`src/rtl/frame_sample_filter_pkg.sv`:
```
// Shared definitions for the frame sample filter slice.
// Holds the algorithm codes, the frame FSM state encoding and the default
// widths used by the interface, the sample ALU and the top level.
package frame_sample_filter_pkg;

    localparam int DATA_W_DEF  = 16;
    localparam int COUNT_W_DEF = 32;
    localparam int DROP_W_DEF  = 16;

    localparam logic [3:0] ALG_PASS  = 4'd0;
    localparam logic [3:0] ALG_CLAMP = 4'd1;
    localparam logic [3:0] ALG_GATE  = 4'd2;
    localparam logic [3:0] ALG_DELTA = 4'd3;

    typedef enum logic [1:0] {
        IDLE  = 2'd0,
        RUN   = 2'd1,
        FLUSH = 2'd2
    } state_t;

endpackage

```
`src/rtl/frame_sample_filter_if.sv`:
```
// Sample stream interface: one valid/ready input channel and one
// valid/ready output channel.
//   in_valid/in_data/in_ready    : samples into the filter
//   out_valid/out_data/out_ready : filtered samples out of the filter
// slave  = the filter side, master = the producer/consumer side.
interface frame_sample_filter_if
    import frame_sample_filter_pkg::*;
#(
    parameter int DATA_W = DATA_W_DEF
);
    logic              in_valid;
    logic [DATA_W-1:0] in_data;
    logic              in_ready;
    logic              out_valid;
    logic [DATA_W-1:0] out_data;
    logic              out_ready;

    modport master (
        output in_valid, in_data, out_ready,
        input  in_ready, out_valid, out_data
    );

    modport slave (
        input  in_valid, in_data, out_ready,
        output in_ready, out_valid, out_data
    );
endinterface

```
`src/rtl/frame_sample_filter_sample_alu.sv`:
```
// Combinational per-sample algorithm unit.
//   alg  : latched algorithm code (codes above 3 behave as pass)
//   lo   : lower band bound, hi : upper band bound (lo <= hi)
//   s    : current sample, prev : previous sample of this frame
//   r    : result sample, fwd : result should be forwarded downstream
module sample_alu
    import frame_sample_filter_pkg::*;
#(
    parameter int DATA_W = DATA_W_DEF
) (
    input  logic [3:0]        alg,
    input  logic [DATA_W-1:0] lo,
    input  logic [DATA_W-1:0] hi,
    input  logic [DATA_W-1:0] s,
    input  logic [DATA_W-1:0] prev,
    output logic [DATA_W-1:0] r,
    output logic              fwd
);

    // Algorithm select; all comparisons are unsigned
    always_comb begin
        r   = s;
        fwd = 1'b1;
        case (alg)
            ALG_PASS: begin
                r   = s;
                fwd = 1'b1;
            end
            ALG_CLAMP: begin
                r   = (s < lo) ? lo : ((s > hi) ? hi : s);
                fwd = 1'b1;
            end
            ALG_GATE: begin
                r   = s;
                fwd = (s >= lo) && (s <= hi);
            end
            ALG_DELTA: begin
                // Wraps modulo 2^DATA_W by construction of the width
                r   = s - prev;
                fwd = 1'b1;
            end
            default: begin
                r   = s;
                fwd = 1'b1;
            end
        endcase
    end

endmodule

```
`src/rtl/frame_sample_filter.sv`:
```
// Frame-based sample filter. A newDataFrame pulse latches the algorithm,
// band bounds and frame length; exactly dataCount samples are then processed
// and the frame ends with a frameDone pulse.
// Ports:
//   clk, reset      : clock, synchronous active-low reset
//   newDataFrame    : arm pulse; errorClear : clears frameError/droppedCount
//   algorithmCode, filter1, filter2, dataCount : frame configuration
//   stream          : sample in/out valid-ready channels
//   busy            : frame in progress (RUN or FLUSH)
//   frameDone       : one-cycle end-of-frame pulse
//   passedCount     : samples forwarded in current/last frame
//   droppedCount    : saturating count of samples discarded while idle
//   frameError      : sticky, newDataFrame seen while busy
module frame_sample_filter
    import frame_sample_filter_pkg::*;
#(
    parameter int DATA_W  = DATA_W_DEF,
    parameter int COUNT_W = COUNT_W_DEF,
    parameter int DROP_W  = DROP_W_DEF
) (
    input  logic                 clk,
    input  logic                 reset,
    input  logic                 newDataFrame,
    input  logic                 errorClear,
    input  logic [3:0]           algorithmCode,
    input  logic [DATA_W-1:0]    filter1,
    input  logic [DATA_W-1:0]    filter2,
    input  logic [COUNT_W-1:0]   dataCount,
    frame_sample_filter_if.slave stream,
    output logic                 busy,
    output logic                 frameDone,
    output logic [COUNT_W-1:0]   passedCount,
    output logic [DROP_W-1:0]    droppedCount,
    output logic                 frameError
);

    state_t              state_r;
    state_t              state_s;
    logic [3:0]          alg_r;
    logic [DATA_W-1:0]   lo_r;
    logic [DATA_W-1:0]   hi_r;
    logic [DATA_W-1:0]   prev_r;
    logic [DATA_W-1:0]   out_data_r;
    logic                out_valid_r;
    logic [COUNT_W-1:0]  target_r;
    logic [COUNT_W-1:0]  index_r;
    logic [COUNT_W-1:0]  passed_r;
    logic [DROP_W-1:0]   drop_r;
    logic                busy_r;
    logic                error_r;
    logic                zero_done_r;

    logic                in_ready_s;
    logic                in_accept_s;
    logic                out_take_s;
    logic                last_s;
    logic                arm_s;
    logic                flush_done_s;
    logic [DATA_W-1:0]   alu_r_s;
    logic                alu_fwd_s;

    assign arm_s       = (state_r == IDLE) && newDataFrame;
    assign in_accept_s = stream.in_valid && in_ready_s;
    assign out_take_s  = out_valid_r && stream.out_ready;
    // target is never zero while in RUN, so target-1 cannot underflow there
    assign last_s      = (index_r == (target_r - COUNT_W'(1)));

    sample_alu #(
        .DATA_W (DATA_W)
    ) u_alu (
        .alg  (alg_r),
        .lo   (lo_r),
        .hi   (hi_r),
        .s    (stream.in_data),
        .prev (prev_r),
        .r    (alu_r_s),
        .fwd  (alu_fwd_s)
    );

    // Frame state register
    always_ff @(posedge clk) begin
        if (!reset) begin
            state_r <= IDLE;
        end else begin
            state_r <= state_s;
        end
    end

    // Next-state, input-ready and flush-completion decode
    always_comb begin
        state_s      = state_r;
        in_ready_s   = 1'b0;
        flush_done_s = 1'b0;
        case (state_r)
            IDLE: begin
                in_ready_s = 1'b1;
                if (newDataFrame && (dataCount != {COUNT_W{1'b0}})) begin
                    state_s = RUN;
                end else begin
                    state_s = IDLE;
                end
            end
            RUN: begin
                in_ready_s = !out_valid_r || stream.out_ready;
                if (stream.in_valid && in_ready_s && last_s) begin
                    state_s = FLUSH;
                end else begin
                    state_s = RUN;
                end
            end
            FLUSH: begin
                in_ready_s = 1'b0;
                // Frame ends in the same cycle the last result leaves
                if (!out_valid_r || stream.out_ready) begin
                    flush_done_s = 1'b1;
                    state_s      = IDLE;
                end else begin
                    state_s = FLUSH;
                end
            end
            default: begin
                state_s = IDLE;
            end
        endcase
    end

    // Frame configuration latch, sample index and delta history
    always_ff @(posedge clk) begin
        if (!reset) begin
            alg_r    <= 4'd0;
            lo_r     <= {DATA_W{1'b0}};
            hi_r     <= {DATA_W{1'b0}};
            target_r <= {COUNT_W{1'b0}};
            index_r  <= {COUNT_W{1'b0}};
            prev_r   <= {DATA_W{1'b0}};
        end else if (arm_s) begin
            alg_r    <= algorithmCode;
            lo_r     <= (filter1 < filter2) ? filter1 : filter2;
            hi_r     <= (filter1 < filter2) ? filter2 : filter1;
            target_r <= dataCount;
            index_r  <= {COUNT_W{1'b0}};
            prev_r   <= {DATA_W{1'b0}};
        end else if ((state_r == RUN) && in_accept_s) begin
            index_r  <= index_r + COUNT_W'(1);
            prev_r   <= stream.in_data;
        end
    end

    // Output register and forwarded-sample counter
    always_ff @(posedge clk) begin
        if (!reset) begin
            out_data_r  <= {DATA_W{1'b0}};
            out_valid_r <= 1'b0;
            passed_r    <= {COUNT_W{1'b0}};
        end else begin
            if ((state_r == RUN) && in_accept_s && alu_fwd_s) begin
                out_data_r  <= alu_r_s;
                out_valid_r <= 1'b1;
            end else if (out_take_s) begin
                out_valid_r <= 1'b0;
            end
            if (arm_s) begin
                passed_r <= {COUNT_W{1'b0}};
            end else if ((state_r == RUN) && in_accept_s && alu_fwd_s) begin
                passed_r <= passed_r + COUNT_W'(1);
            end
        end
    end

    // Status: busy flag, zero-length done pulse, drop counter, sticky error
    always_ff @(posedge clk) begin
        if (!reset) begin
            busy_r      <= 1'b0;
            zero_done_r <= 1'b0;
            drop_r      <= {DROP_W{1'b0}};
            error_r     <= 1'b0;
        end else begin
            busy_r      <= (state_s != IDLE);
            zero_done_r <= arm_s && (dataCount == {COUNT_W{1'b0}});
            // A clear in the same cycle as a drop wins over the increment
            if (errorClear) begin
                drop_r <= {DROP_W{1'b0}};
            end else if ((state_r == IDLE) && in_accept_s &&
                         (drop_r != {DROP_W{1'b1}})) begin
                drop_r <= drop_r + DROP_W'(1);
            end
            // A new error in the same cycle as a clear wins over the clear
            if (newDataFrame && (state_r != IDLE)) begin
                error_r <= 1'b1;
            end else if (errorClear) begin
                error_r <= 1'b0;
            end
        end
    end

    assign stream.in_ready  = in_ready_s;
    assign stream.out_valid = out_valid_r;
    assign stream.out_data  = out_data_r;
    assign busy             = busy_r;
    // Zero-length frames finish one cycle after arming; normal frames finish
    // in the cycle of the final output handshake.
    assign frameDone        = zero_done_r || flush_done_s;
    assign passedCount      = passed_r;
    assign droppedCount     = drop_r;
    assign frameError       = error_r;

endmodule

```
`src/flat_wrapper.sv`:
```
// flat-port wrapper written by rule: the top's interface ports become plain ports
module frame_sample_filter_flat import frame_sample_filter_pkg::*;
#(
    parameter int DATA_W  = DATA_W_DEF,
    parameter int COUNT_W = COUNT_W_DEF,
    parameter int DROP_W  = DROP_W_DEF
)
  (clk, reset, newDataFrame, errorClear, algorithmCode, filter1, filter2, dataCount, busy, frameDone, passedCount, droppedCount, frameError, stream_in_valid, stream_in_data, stream_out_ready, stream_in_ready, stream_out_valid, stream_out_data);
  frame_sample_filter_if #(.DATA_W(DATA_W)) stream_i ();
  input  logic clk;
  input  logic reset;
  input  logic newDataFrame;
  input  logic errorClear;
  input  logic [3:0] algorithmCode;
  input  logic [DATA_W-1:0] filter1;
  input  logic [DATA_W-1:0] filter2;
  input  logic [COUNT_W-1:0] dataCount;
  output logic busy;
  output logic frameDone;
  output logic [COUNT_W-1:0] passedCount;
  output logic [DROP_W-1:0] droppedCount;
  output logic frameError;
  input wire logic [$bits(stream_i.in_valid)-1:0] stream_in_valid;
  input wire logic [$bits(stream_i.in_data)-1:0] stream_in_data;
  input wire logic [$bits(stream_i.out_ready)-1:0] stream_out_ready;
  output wire logic [$bits(stream_i.in_ready)-1:0] stream_in_ready;
  output wire logic [$bits(stream_i.out_valid)-1:0] stream_out_valid;
  output wire logic [$bits(stream_i.out_data)-1:0] stream_out_data;
  assign stream_i.in_valid = stream_in_valid;
  assign stream_i.in_data = stream_in_data;
  assign stream_i.out_ready = stream_out_ready;
  assign stream_in_ready = stream_i.in_ready;
  assign stream_out_valid = stream_i.out_valid;
  assign stream_out_data = stream_i.out_data;
  frame_sample_filter #(.DATA_W(DATA_W), .COUNT_W(COUNT_W), .DROP_W(DROP_W)) u_core (.clk(clk), .reset(reset), .newDataFrame(newDataFrame), .errorClear(errorClear), .algorithmCode(algorithmCode), .filter1(filter1), .filter2(filter2), .dataCount(dataCount), .stream(stream_i), .busy(busy), .frameDone(frameDone), .passedCount(passedCount), .droppedCount(droppedCount), .frameError(frameError));
endmodule
```
`config.mk`:
```
export PLATFORM = sky130hd
export DESIGN_NAME = frame_sample_filter_flat
export DESIGN_NICKNAME = d
export VERILOG_FILES = /design/src/rtl/frame_sample_filter_pkg.sv /design/src/rtl/frame_sample_filter_if.sv /design/src/rtl/frame_sample_filter_sample_alu.sv /design/src/rtl/frame_sample_filter.sv /design/src/flat_wrapper.sv
export SDC_FILE = /design/constraint.sdc
export NUM_CORES = 1
export LEC_CHECK = 0
export ABC_AREA = 1
export CAP_MARGIN = 10
export CORE_ASPECT_RATIO = 1.5
export CORE_MARGIN = 4
export CORE_UTILIZATION = 55
export DETAILED_ROUTE_END_ITERATION = 8
export GPL_TIMING_DRIVEN = 0
export PLACE_DENSITY = 0.89
export RECOVER_POWER = 100
export REMOVE_ABC_BUFFERS = 1
export SLEW_MARGIN = 10
export SYNTH_ARGS = -nofsm -noshare
export SYNTH_HDL_FRONTEND = slang
export SYNTH_HIERARCHICAL = 1
export SYNTH_SLANG_ARGS = --single-unit
export TNS_END_PERCENT = 20
```
`constraint.sdc`:
```
create_clock -name clk -period 8.3 [get_ports clk]
set_clock_uncertainty 0.2 [all_clocks]
set_input_delay 0.83 -clock clk [delete_from_list [all_inputs] [get_ports clk]]
set_output_delay 0.83 -clock clk [all_outputs]
set_load 0.01 [all_outputs]
```
==> results.ini <==
[logic_synthesis]
synth-seq-cells = 186
yosysTopAreaCellShare_pct = 30.28
synthTopCellsByArea = dfxtp_1, nand2_1, nand3_1
synthArstFlopShare_pct = 0
synth_area_um2 = 12300
syn_inst = 1891
synthFlopType = dfxtp_1
synth_edf_count = 0
yosysTopAreaCell = dfxtp_1
synth_seq_area_share_pct = 30.28
ys_top_cells_by_count = nand2_1, inv_1, nor2_1
yosysMostFrequentCell = nand2_1
avgSynthCellArea_um2 = 6.503
ys_warn_count = 6
synth.distinct_cells = 56

[pwr]
switchingPower_uw = 738.0
power_mw = 2.294
power_density_nw_per_um2 = 156.8
power_leakage_nw = 6.638
p_seq_share_pct = 41.8
pwr-share-clk_pct = 35.1
intPower_mw = 1.556
ir_drop_v = 0.0001522
switching_share_pct = 32.17
p_comb_share_pct = 23.0

[setup_path]
ff2ff_path_depth = 19
r2r-end = u_core/passedCount[15]
critPathRequiredTime_ns = 8.48
startpoint_type = input port
crit_type = in2reg
reg2reg_setup_slack_ns = 3.48
timing.rr.start = u_core/lo_r[15]
arrival_ns = 6.19
worstPathMaxFanout = 38
cp-end-kind = flop

[cts]
clk_latency_ns = 0.44
cts_hold_buf = 0
ctsHtreeMaxLevel = 4
cts_tree = yes
clock-sinks = 186
cts_root_buffer = clkbuf_16
post_cts_buffers = 0
cts_resized = 0
clock_path_buffers = 2
cts_made_buffers = 17
clk_pin_slew_ns = 0.07

[grt]
grt_pass1_wl_um = 55090
grt-ovfl-total = 0
grt_use_total_pct = 27.01
grt_pass1_vias = 12564
grt_max_degree = 46
antenna_found_initial = 0

[sta]
finalCritPeriodShare_pct = 72.41
slew_headroom_pct = -16.77
rsz0062_at_grt = false
fmax_ghz = 0.1664
holdWs_ns = 0.2535
tightest_slew_ns = 1.745
period_minus_slack_ns = 6.010
slew_viol_final = 28
fin_setup_tns_ns = 0
hold_viol = 0
finalSetupViolCount = 0

[placement]
place_congestion = 0.9863
dpl.hpwl_um = 25620
io_buffers = 158
place_area_um2 = 14110

[die]
std_cell_rows = 66
dieArea_um2 = 24860
ioPinCount = 159
chipWidth_um = 130.1
chipHeight_um = 191.1
start_util_pct = 56.19
core_area_um2 = 21880

[route]
firstDrtPassIters = 9
antenna_left = 0
wirelength_um = 33570
wl_per_cell_um = 14.55
viasPerCell = 5.548
first_iter_violations = 758
drc_errors = 0
vias = 12804

[worst_hold_path]
hold_path_class = reg2reg
whs_path_depth = 2
hold_end = u_core/lo_r[13]
hold_start = u_core/lo_r[13]

[cells_and_area]
final_area_um2 = 14630
antenna_cells = 0
fin_nets = 2180
drive_gt1_share_pct = 5.992
syn_to_final_growth_pct = 18.95

[status]
status = complete, but fails checks
violations = capacitance limit, slew limit

[flow_run]
maxCapViolations = 1

-- metrics by stage --
stage	instances	worst slack, ns	util (%)
global placement	2270	0.1813	63.89
finish	2308	2.290	66.84
floorplan	1840	4.021	-
CTS	2308	3.650	67.14
global route	2308	1.866	66.84
detailed placement	2276	3.202	64.50
-- worst max-delay path, stage by stage --
cell and delay [ns]:
dlygate4sd3_1 1.11, clkinv_1 0.50, nor2_1 1.42, clkbuf_1 1.15, inv_2 0.53, buf_12 0.34, a21oi_1 0.14, o21a_1 0.13
-- final cells by class --
| type | instances | area [um^2] |
|---|---|---|
| clock buffers | 18 | 439.2 |
| clock inverters | 14 | 137.6 |
| fillers | 1878 | 7257 |
| inverters | 241 | 905.9 |
| multi-input cells | 1413 | 7408 |
| flip-flops and latches | 186 | 3724 |
| well taps | 272 | 340.3 |
| repair buffers | 164 | 1672 |
-- flip-flops by register name, indices dropped and copies added, names as in the netlist, 16 cells and up --
| signal | flops |
|---|---|
| u_core/prev_r | 16 |
| u_core/stream.out_data | 16 |
| u_core/hi_r | 16 |
| u_core/passedCount | 32 |
| u_core/index_r | 32 |
| u_core/target_r | 32 |
| u_core/droppedCount | 16 |
| u_core/lo_r | 16 |
-- cell usage in the layout (no fill, tap or decap), drive strengths merged, types with 4 or more instances in the layout --
master / instances
a21o: 4
a21oi: 89
a22o: 7
a31oi: 7
buf: 5
clkbuf: 19
clkdlybuf4s50: 86
clkinv: 9
clkinvlp: 4
dfxtp: 186
dlygate4sd3: 72
ha: 66
inv: 241
nand2: 513
nand3: 190
nand3b: 7
nand4: 29
nor2: 241
nor3: 44
nor3b: 5
nor4: 19
o21a: 4
o21ai: 121
or2: 4
xnor2: 14
xor2: 34
-- power by group through the flow --
stage | clock (mW) | combinational, mW | sequential, mW
floorplan | 0 | 0.352 | 0.974
global placement | 0 | 0.501 | 0.978
detailed placement | 0 | 0.524 | 0.979
CTS | 0.820 | 0.529 | 0.959
global route | 0.857 | 0.595 | 0.964
finish | 0.806 | 0.529 | 0.960
-- per-layer routing --
layer / vias to the layer above / part of all wire, % / GRT usage [%]
met5: - / 0 / 0
met4: 0 / 4.9 / 15.92
met3: 129 / 4.4 / 3.998
met1: 5841 / 38 / 27.63
met2: 420 / 53 / 50.59
li1: 6414 / - / -
-- logic make-up after synthesis --
group           share of synthesized area, %
compound gates                         10.87
simple gates                           39.07
xor+xnor                               3.602
fa+ha+maj                              6.878
flops                                  30.28
buf+inv                                9.300
-- worst max path at each step --
stage,startpoint,to,slack [ns],cells after the start
2_1_floorplan,reset,u_core/index_r[0],4.02,5
3_3_place_gp,reset,u_core/index_r[0],0.18,6
3_5_place_dp,stream_in_data[13],u_core/passedCount[20],3.20,19
4_1_cts,stream_in_data[13],u_core/passedCount[20],3.65,19
5_1_grt,reset,u_core/index_r[24],1.87,7
6_report,reset,u_core/index_r[0],2.29,8
(Power assumes the default switching activity.)
